**src/rtl/branch_pkg.sv**
```systemverilog
// branch_pkg: branch op and FSM state encodings shared by branch_pc_unit and its bench
package branch_pkg;
  localparam logic [2:0] BR_NONE = 3'd0;
  localparam logic [2:0] BR_BEQ  = 3'd1;
  localparam logic [2:0] BR_BNE  = 3'd2;
  localparam logic [2:0] BR_BLT  = 3'd3;
  localparam logic [2:0] BR_BGT  = 3'd4;
  localparam logic [2:0] BR_BLE  = 3'd5;
  localparam logic [2:0] BR_BGE  = 3'd6;
  localparam logic [2:0] BR_JMP  = 3'd7;
  localparam logic [1:0] ST_RUN    = 2'd0;
  localparam logic [1:0] ST_FLUSH  = 2'd1;
  localparam logic [1:0] ST_HALTED = 2'd2;
endpackage

```
**src/rtl/branch_pc_unit_if.sv**
```systemverilog
// branch_pc_unit_if: decode-to-branch-unit handshake carrying op, word offset and comparator flags
interface branch_pc_unit_if #(parameter int PC_W = 32);
  logic            in_valid;
  logic            in_ready;
  logic [2:0]      br_op;
  logic [PC_W-1:0] offset;
  logic            eq;
  logic            gt;
  logic            lt;
  modport master (output in_valid, br_op, offset, eq, gt, lt, input in_ready);
  modport slave (input in_valid, br_op, offset, eq, gt, lt, output in_ready);
endinterface

```
**src/rtl/branch_cond.sv**
```systemverilog
// branch_cond: resolves a branch op against comparator flags, flagging non-one-hot flags
module branch_cond
  import branch_pkg::*;
(
  input  logic [2:0] br_op_i,
  input  logic       eq_i,
  input  logic       gt_i,
  input  logic       lt_i,
  output logic       cond_o,
  output logic       flag_err_o
);
  logic cmp;
  // conditional ops trust the flags only when exactly one is set; otherwise fall through
  always_comb begin
    cmp = br_op_i != BR_NONE && br_op_i != BR_JMP;
    flag_err_o = cmp && !$onehot({eq_i, gt_i, lt_i});
    cond_o = flag_err_o ? 1'b0 :
      br_op_i == BR_BEQ ? eq_i :
      br_op_i == BR_BNE ? !eq_i :
      br_op_i == BR_BLT ? lt_i :
      br_op_i == BR_BGT ? gt_i :
      br_op_i == BR_BLE ? (eq_i | lt_i) :
      br_op_i == BR_BGE ? (eq_i | gt_i) :
      br_op_i == BR_JMP;
  end
endmodule

```
**src/rtl/branch_pc_unit.sv**
```systemverilog
// branch_pc_unit: PC register and branch resolver with flush bubble and halt; stats under BRANCH_STATS_EN
module branch_pc_unit
  import branch_pkg::*;
#(
  parameter int              PC_W     = 32,
  parameter logic [PC_W-1:0] RESET_PC = '0,
  parameter int              STEP     = 4
) (
  input  logic             clk,
  input  logic             rst,
  input  logic             halt_i,
  branch_pc_unit_if.slave  bus,
  output logic [PC_W-1:0]  pc_o,
  output logic             taken_o,
  output logic             flush_o,
  output logic             flag_err_o,
  output logic [31:0]      stat_br_o,
  output logic [31:0]      stat_tk_o
);
  logic [1:0]      state_q, state_d;
  logic [PC_W-1:0] pc_q, pc_d;
  logic            taken_q, flag_err_q, cond, err, acc, take;
  branch_cond u_cond (
    .br_op_i    (bus.br_op),
    .eq_i       (bus.eq),
    .gt_i       (bus.gt),
    .lt_i       (bus.lt),
    .cond_o     (cond),
    .flag_err_o (err)
  );
  assign bus.in_ready = state_q == ST_RUN;
  // halt drops a coincident op; a taken op redirects and costs one bubble
  always_comb begin
    acc = bus.in_valid && bus.in_ready && !halt_i;
    take = acc && cond;
    state_d = (halt_i || state_q == ST_HALTED) ? ST_HALTED : take ? ST_FLUSH : ST_RUN;
    pc_d = take ? pc_q + (bus.offset << 2) : acc ? pc_q + PC_W'(STEP) : pc_q;
  end
  // state, PC and one-cycle redirect/error pulses
  always_ff @(posedge clk) begin
    if (rst) begin
      state_q <= ST_RUN;
      pc_q <= RESET_PC;
      taken_q <= 1'b0;
      flag_err_q <= 1'b0;
    end else begin
      state_q <= state_d;
      pc_q <= pc_d;
      taken_q <= take;
      flag_err_q <= acc && err;
    end
  end
  assign pc_o = pc_q;
  assign taken_o = taken_q;
  assign flush_o = taken_q;
  assign flag_err_o = flag_err_q;
`ifdef BRANCH_STATS_EN
  logic [31:0] stat_br_q, stat_tk_q;
  // count accepted branch/jump ops and those that redirected, wrapping at 2^32
  always_ff @(posedge clk) begin
    if (rst) begin
      stat_br_q <= '0;
      stat_tk_q <= '0;
    end else begin
      if (acc && bus.br_op != BR_NONE) stat_br_q <= stat_br_q + 32'd1;
      if (take) stat_tk_q <= stat_tk_q + 32'd1;
    end
  end
  assign stat_br_o = stat_br_q;
  assign stat_tk_o = stat_tk_q;
`else
  assign stat_br_o = '0;
  assign stat_tk_o = '0;
`endif
endmodule

```
**src/flat_wrapper.sv**
```systemverilog
// flat-port wrapper written by rule: the top's interface ports become plain ports
module branch_pc_unit_flat import branch_pkg::*;
#(
  parameter int              PC_W     = 32,
  parameter logic [PC_W-1:0] RESET_PC = '0,
  parameter int              STEP     = 4
)
  (clk, rst, halt_i, pc_o, taken_o, flush_o, flag_err_o, stat_br_o, stat_tk_o, bus_in_valid, bus_br_op, bus_offset, bus_eq, bus_gt, bus_lt, bus_in_ready);
  branch_pc_unit_if #(.PC_W(PC_W)) bus_i ();
  input  logic clk;
  input  logic rst;
  input  logic halt_i;
  output logic [PC_W-1:0] pc_o;
  output logic taken_o;
  output logic flush_o;
  output logic flag_err_o;
  output logic [31:0] stat_br_o;
  output logic [31:0] stat_tk_o;
  input wire logic [$bits(bus_i.in_valid)-1:0] bus_in_valid;
  input wire logic [$bits(bus_i.br_op)-1:0] bus_br_op;
  input wire logic [$bits(bus_i.offset)-1:0] bus_offset;
  input wire logic [$bits(bus_i.eq)-1:0] bus_eq;
  input wire logic [$bits(bus_i.gt)-1:0] bus_gt;
  input wire logic [$bits(bus_i.lt)-1:0] bus_lt;
  output wire logic [$bits(bus_i.in_ready)-1:0] bus_in_ready;
  assign bus_i.in_valid = bus_in_valid;
  assign bus_i.br_op = bus_br_op;
  assign bus_i.offset = bus_offset;
  assign bus_i.eq = bus_eq;
  assign bus_i.gt = bus_gt;
  assign bus_i.lt = bus_lt;
  assign bus_in_ready = bus_i.in_ready;
  branch_pc_unit #(.PC_W(PC_W), .RESET_PC(RESET_PC), .STEP(STEP)) u_core (.clk(clk), .rst(rst), .halt_i(halt_i), .bus(bus_i), .pc_o(pc_o), .taken_o(taken_o), .flush_o(flush_o), .flag_err_o(flag_err_o), .stat_br_o(stat_br_o), .stat_tk_o(stat_tk_o));
endmodule
```
**config.mk**
```make
export PLATFORM = sky130hd
export DESIGN_NAME = branch_pc_unit_flat
export DESIGN_NICKNAME = d
export VERILOG_FILES = /design/src/rtl/branch_pkg.sv /design/src/rtl/branch_pc_unit_if.sv /design/src/rtl/branch_cond.sv /design/src/rtl/branch_pc_unit.sv /design/src/flat_wrapper.sv
export SDC_FILE = /design/constraint.sdc
export NUM_CORES = 1
export LEC_CHECK = 0
export BUFFER_PORTS_ARGS = -buffer_cell sky130_fd_sc_hd__buf_2
export CAP_MARGIN = 25
export CELL_PAD_IN_SITES_DETAIL_PLACEMENT = 0
export CELL_PAD_IN_SITES_GLOBAL_PLACEMENT = 1
export CORE_MARGIN = 4
export CORE_UTILIZATION = 38
export CTS_BUF_LIST = sky130_fd_sc_hd__clkbuf_4
export CTS_CLUSTER_DIAMETER = 50
export CTS_CLUSTER_SIZE = 30
export DETAILED_ROUTE_END_ITERATION = 16
export PLACE_DENSITY = 0.88
export SLEW_MARGIN = 20
export SYNTH_ARGS = -nofsm -noshare
export SYNTH_HDL_FRONTEND = slang
export SYNTH_SLANG_ARGS = --single-unit
```
**constraint.sdc**
```tcl
create_clock -name clk -period 12.5 [get_ports clk]
set_input_delay 0.625 -clock clk [delete_from_list [all_inputs] [get_ports clk]]
set_output_delay 0.625 -clock clk [all_outputs]
set_load 0.02 [all_outputs]
```
### Word-level counts from Yosys, hierarchy flattened

Index checks and enable logic that the tools add are counted.

| storage, ports and cells | value |
|---|---|
| bits in registers | 36 |
| input port bits | 42 |
| word-level logic and storage cells | 46 |

| cells by class | value |
|---|---|
| add/sub/neg operators | 4 |
| eq/ne operators | 10 |
| multiplexer cells | 11 |
| bitwise operators | 2 |
| reduce and logical (&&, ||, !) cells | 14 |

Operators with widths:

| cell | count |
|---|---|
| 2-to-1 mux 32 bit | 2 |
| adder 32 x 3 -> 32 bit (second input constant) | 1 |
| adder 32 bit | 1 |
| == test 3 bit (second input constant) | 4 |
| 2-to-1 mux 1 bit | 8 |
| == test 3 x 2 -> 1 bit (second input constant) | 2 |
| logical AND 1 bit | 6 |
| == test 3 x 1 -> 1 bit (second input constant) | 1 |
| zero test 1 bit | 3 |
| inequality test 3 bit (second input constant) | 1 |
| nonzero test 3 bit | 1 |
| adder 1 x 1 -> 2 bit | 1 |
| adder 2 x 1 -> 2 bit | 1 |
| == test 2 x 1 -> 1 bit (second input constant) | 1 |
| == test 2 bit (second input constant) | 1 |
| zero test 2 bit | 1 |
| 2-to-1 mux 2 bit | 1 |
| OR 1 bit | 2 |
| nonzero test 2 bit | 1 |
| OR reduction 2 bit | 1 |
| logical OR 1 bit | 1 |

### Longest topological paths before layout

| logic depth | value |
|---|---|
| depth after elaboration | 11 |
| depth in mapped cells | 18 |

### Hierarchy

A second synthesis with hierarchy kept.

| unflattened totals | value |
|---|---|
| cell total of the unflattened synthesis | 490 |
| area total of the unflattened synthesis | 3651.0 µm² |

Modules (own cells, without submodules):

| module | instances | cells an instance | area an instance (µm²) | seq. area each (µm²) |
|---|---|---|---|---|
| branch_pc_unit | 1 | 475 | 3512.1 | 680.7 |
| branch_cond | 1 | 15 | 138.9 | 0.0 |

### Least setup slack after synthesis

OpenSTA, ideal clock, no wires.

| timing | value |
|---|---|
| path kind | input port to flip-flop |
| from | in bus_lt |
| to | reg u_core.pc_q[31], in the netlist u_core.pc_o[31] |
| library setup time | 0.121 ns |
| arrival | 4.363 ns |
| required time | 12.379 ns |
| setup slack | 8.016 ns |
| stages | 15 |
| cells stage by stage | fa_1 -> nand2b_1 -> a221oi_1 -> o221a_2 -> clkbuf_1 -> and2_1 -> ha_1 -> a21o_1 -> a2111o_1 -> o221ai_2 -> o211ai_2 -> a311oi_4 -> o21ai_2 -> mux2_4 -> mux2_4 |

| on the way | value |
|---|---|
| word-level cells in the longest chain between the ends | 9 |
| elaborated cells between the ends (all ways) | 15 |
| classes of those cells | add/sub: 2; eq/ne: 1; mux: 7; bitwise: 1; reduce/logical: 4 |

Ends and longest elaborated chain:

| element | RTL line | source |
|---|---|---|
| start: declaration | flat_wrapper.sv:24 | `input wire logic [$bits(bus_i.lt)-1:0] bus_lt;` |
| parallel branches: the longest is 6 deep, another holds adder 1 x 1 -> 2 bit | n/a |  |
| 2-to-1 mux 1 bit (*) | branch_cond.sv:17 | `cond_o = flag_err_o ? 1'b0 :` |
| logical AND 1 bit (*) | branch_pc_unit.sv:35 | `take = acc && cond;` |
| 2-to-1 mux 32 bit / nonzero test 2 bit (equally long branches) | n/a |  |
| end signal: assignment | branch_pc_unit.sv:48 | `pc_q <= pc_d;` |
| end: declaration | branch_pc_unit.sv:21 | `logic [PC_W-1:0] pc_q, pc_d;` |

Every way passes the cells marked *.
A chain may end at the register's enable or synchronous reset.

### Worst setup path in the final report

Same ends and word-level chain as after synthesis.

==> results.cfg <==
[die]
die-width_um = 105
core_area_um2 = 8890
io_pins = 142
die_h_um = 105
die_area_um2 = 10900
start_util = 0.399
row_count = 34

[worst_setup_path]
crit_type = input port to flip-flop
worstPathRequired_ns = 12.72
crit_fanout = 35
crit_chain = buf_2, fa_1, nand2b_1, a221oi_1, o221a_2, and2_1, ha_1, a21o_1, a2111o_1, o221ai_2, o211ai_2, a311oi_4, o21ai_2, mux2_4, mux2_4
cpMostUsedCell = mux2_4
arrival_ns = 5.01
max_stage_delay_ns = 0.68
start_kind = input port
reg2reg_slack_ns = 8.45
critPathCaptureType = flip-flop
slowest_stage = o221a_2

[synth]
synth_common_cells = buf_4 (67), nand2_1 (49), a21oi_1 (41), dfxtp_1 (34), ha_1 (30)
ys_ff_latch = 34
synth_flop_cell = dfxtp_1
seq_area_frac_synth = 0.192
yosysMostFrequentCell = buf_4
synth_top_area_share = 0.192
syn_area_um2 = 3550
synth_area_leaders = dfxtp_1 (19%), buf_4 (14%), ha_1 (11%)
avgSynthCellArea_um2 = 7.81
synthXorXnorAreaFrac = 0.0321
synth_async_sr_flop_share = 0
yosys_warnings = 0
synthAdderAreaFrac = 0.117
syn_inst = 454
synth_top_family_by_area = compound AO/OA/AOI/OAI gates
synthSimpleGateAreaFrac = 0.212
synth_mux_area_frac = 0.00847
synth_cell_types = 60
yosys.area.top_type = dfxtp_1
synth_compound_gate_area_share = 0.262
synth_edf_count = 0

[clock_tree]
postCtsSetupBuffers = 0
tritoncts = done
cts_buffers = 5
cts_hold_buf = 0
cts.clk_slew.worst_paths_ns = 0.11
htreeDepth = 2
clkLatencyLatePin_ns = 0.34
cts_sinks = 34
ctsResizeCount = 0
clockBufferDepth = 2
cts_root_buffer = clkbuf_4

[cells_and_area]
fin_util = 0.428
n_antenna_cell = 0
final_cells = 630
finalInstanceArea_um2 = 3810
drive_above_1_share = 0.197
area.growth.synth_to_final_pct = 7.41
fin_nets = 596

[timing]
fin_crit_ns = 4.79
period_share = 0.383
worstMarginPinSlew_ns = 0.736
setup_viol = 0
final_hold_viol_count = 0
slew_viol_final = 0
rsz0062_at_grt = no
fin_skew_ns = 0.0139
timing.setup.tns_ns = 0
slew_headroom = 0.509
fmax_mhz = 209

[power]
clkPwrFrac = 0.279
seqPwrFrac = 0.489
power_leakage_nw = 1.91
cellPowerDensity_nw_per_um2 = 59.6
power.switching_uw = 77.5
ir_drop_v = 0.0000308
swShare = 0.341
pwr-share-comb = 0.231
power.internal_uw = 150

[grt]
grtUsageTotal = 0.149
grt-ovfl-total = 0
antenna_found_initial = 0
grt_max_degree = 37
grt_pass1_wl_mm = 13.9
grt_pass1_vias = 2986

[placement]
dp_hpwl_mm = 6.52
io_buffers = 73
placement.cell_area_um2 = 3760
gp_congestion = 0.813
placed_cells = 623

[route]
route.detailed.drc = 0
drt-pass1-iter-count = 4
drtAntennaViolNets = 0
viasPerCell = 5.00
vias = 3150
drt_iter0_drc = 121
drt_wl_total_mm = 8.53
wl_per_cell_um = 13.5

[hold_path]
min_path_type = flip-flop to flip-flop

[outcome]
status = finished, final reports clean

[job]
cap_violations = 0
final timing paths:
check | depth (start not counted) | from | end
worst max register to register | 12 | u_core.state_q[1] | u_core.pc_o[31]
worst max-delay path | 15 | bus_lt | u_core.pc_o[31]
worst min-delay path | 2 | u_core.pc_o[20] | u_core.pc_o[20]
worst min register to register | 2 | u_core.pc_o[20] | u_core.pc_o[20]
kinds of logic (layout without fill, tap and decap cells):
family                     Yosys count  after routing
DFF                                 34             34
muxes                                2              2
buffers and inverters               96             99
and+or+nand+nor                    145            145
xor gates and xnor gates            13             13
other                                1             66
adders and majority gates           32             32
AOI/OAI and AO/OA                  131            131
metrics by stage:
| stage | setup WS, ns | hold slack [ns] | power (mW) |
|---|---|---|---|
| finish | 7.71 | 0.475 | 0.227 |
| detailed placement | 7.34 | 0.462 | 0.165 |
| global route | 7.46 | 0.505 | 0.242 |
| global placement | 7.47 | 0.455 | 0.165 |
| floorplan | 8.02 | 0.495 | 0.168 |
| CTS | 7.70 | 0.481 | 0.233 |
placed cells by master (no fill, tap or decap), types with 3 or more instances in the layout:
master     Yosys  final
ha_1          30     30
buf_2          0     73
nand3_1       10     10
o211ai_1       3      3
o31ai_1        4      4
nand2b_1       4      4
o21a_1        10     10
inv_1         17     17
nor3_1         9      9
nor2_1        17     17
and2_1        27     27
nand3b_1      11     11
a21o_1        10     10
o21ai_1        7      7
o21ai_0       13     13
clkbuf_4       0      7
nand2_1       49     49
conb_1         1     66
xnor2_1       10     10
o2111ai_1      4      4
o21bai_1       3      3
xor2_1         3      3
dfxtp_1       34     34
a211oi_1       8      8
a21oi_1       41     41
a21boi_1       3      3
nor2b_1        6      6
per-layer routing:
layer | GRT usage | wire length, µm
met1 | 0.193 | 3980
met2 | 0.253 | 3920
met3 | 0.0327 | 531
met4 | 0.0384 | 101
met5 | 0 | 0
power by group through the flow:
stage,combinational [mW],clock (mW),sequential (mW)
after floorplan,0.0530,0,0.115
after global placement,0.0511,0,0.113
after detailed placement,0.0519,0,0.114
after CTS,0.0522,0.0692,0.111
after global routing,0.0578,0.0725,0.111
final,0.0526,0.0635,0.111
cell type report:
| cell class | count | area [µm²] |
|---|---|---|
| tap | 108 | 135 |
| timing repair buffer | 75 | 380 |
| fill | 931 | 5080 |
| sequential | 34 | 681 |
| clock buffer | 7 | 52.6 |
| multi-input combinational | 389 | 2500 |
| inverter | 17 | 63.8 |
flip-flops by register name (all words and copies together), names as in the netlist:
register	flops
u_core.flag_err_o	1
u_core.flush_o	1
u_core.state_q	2
u_core.pc_o	30
worst max-delay path: cells and delay by family:
family | cells | cell delay, ns
AND/OR/NAND/NOR | 2 | 0.31
buffers and inverters | 1 | 0.12
multiplexers | 2 | 0.60
adder cells (fa/ha/maj) | 2 | 0.81
AO/OA/AOI/OAI | 8 | 2.54
Power figures use the tool's default switching activity.
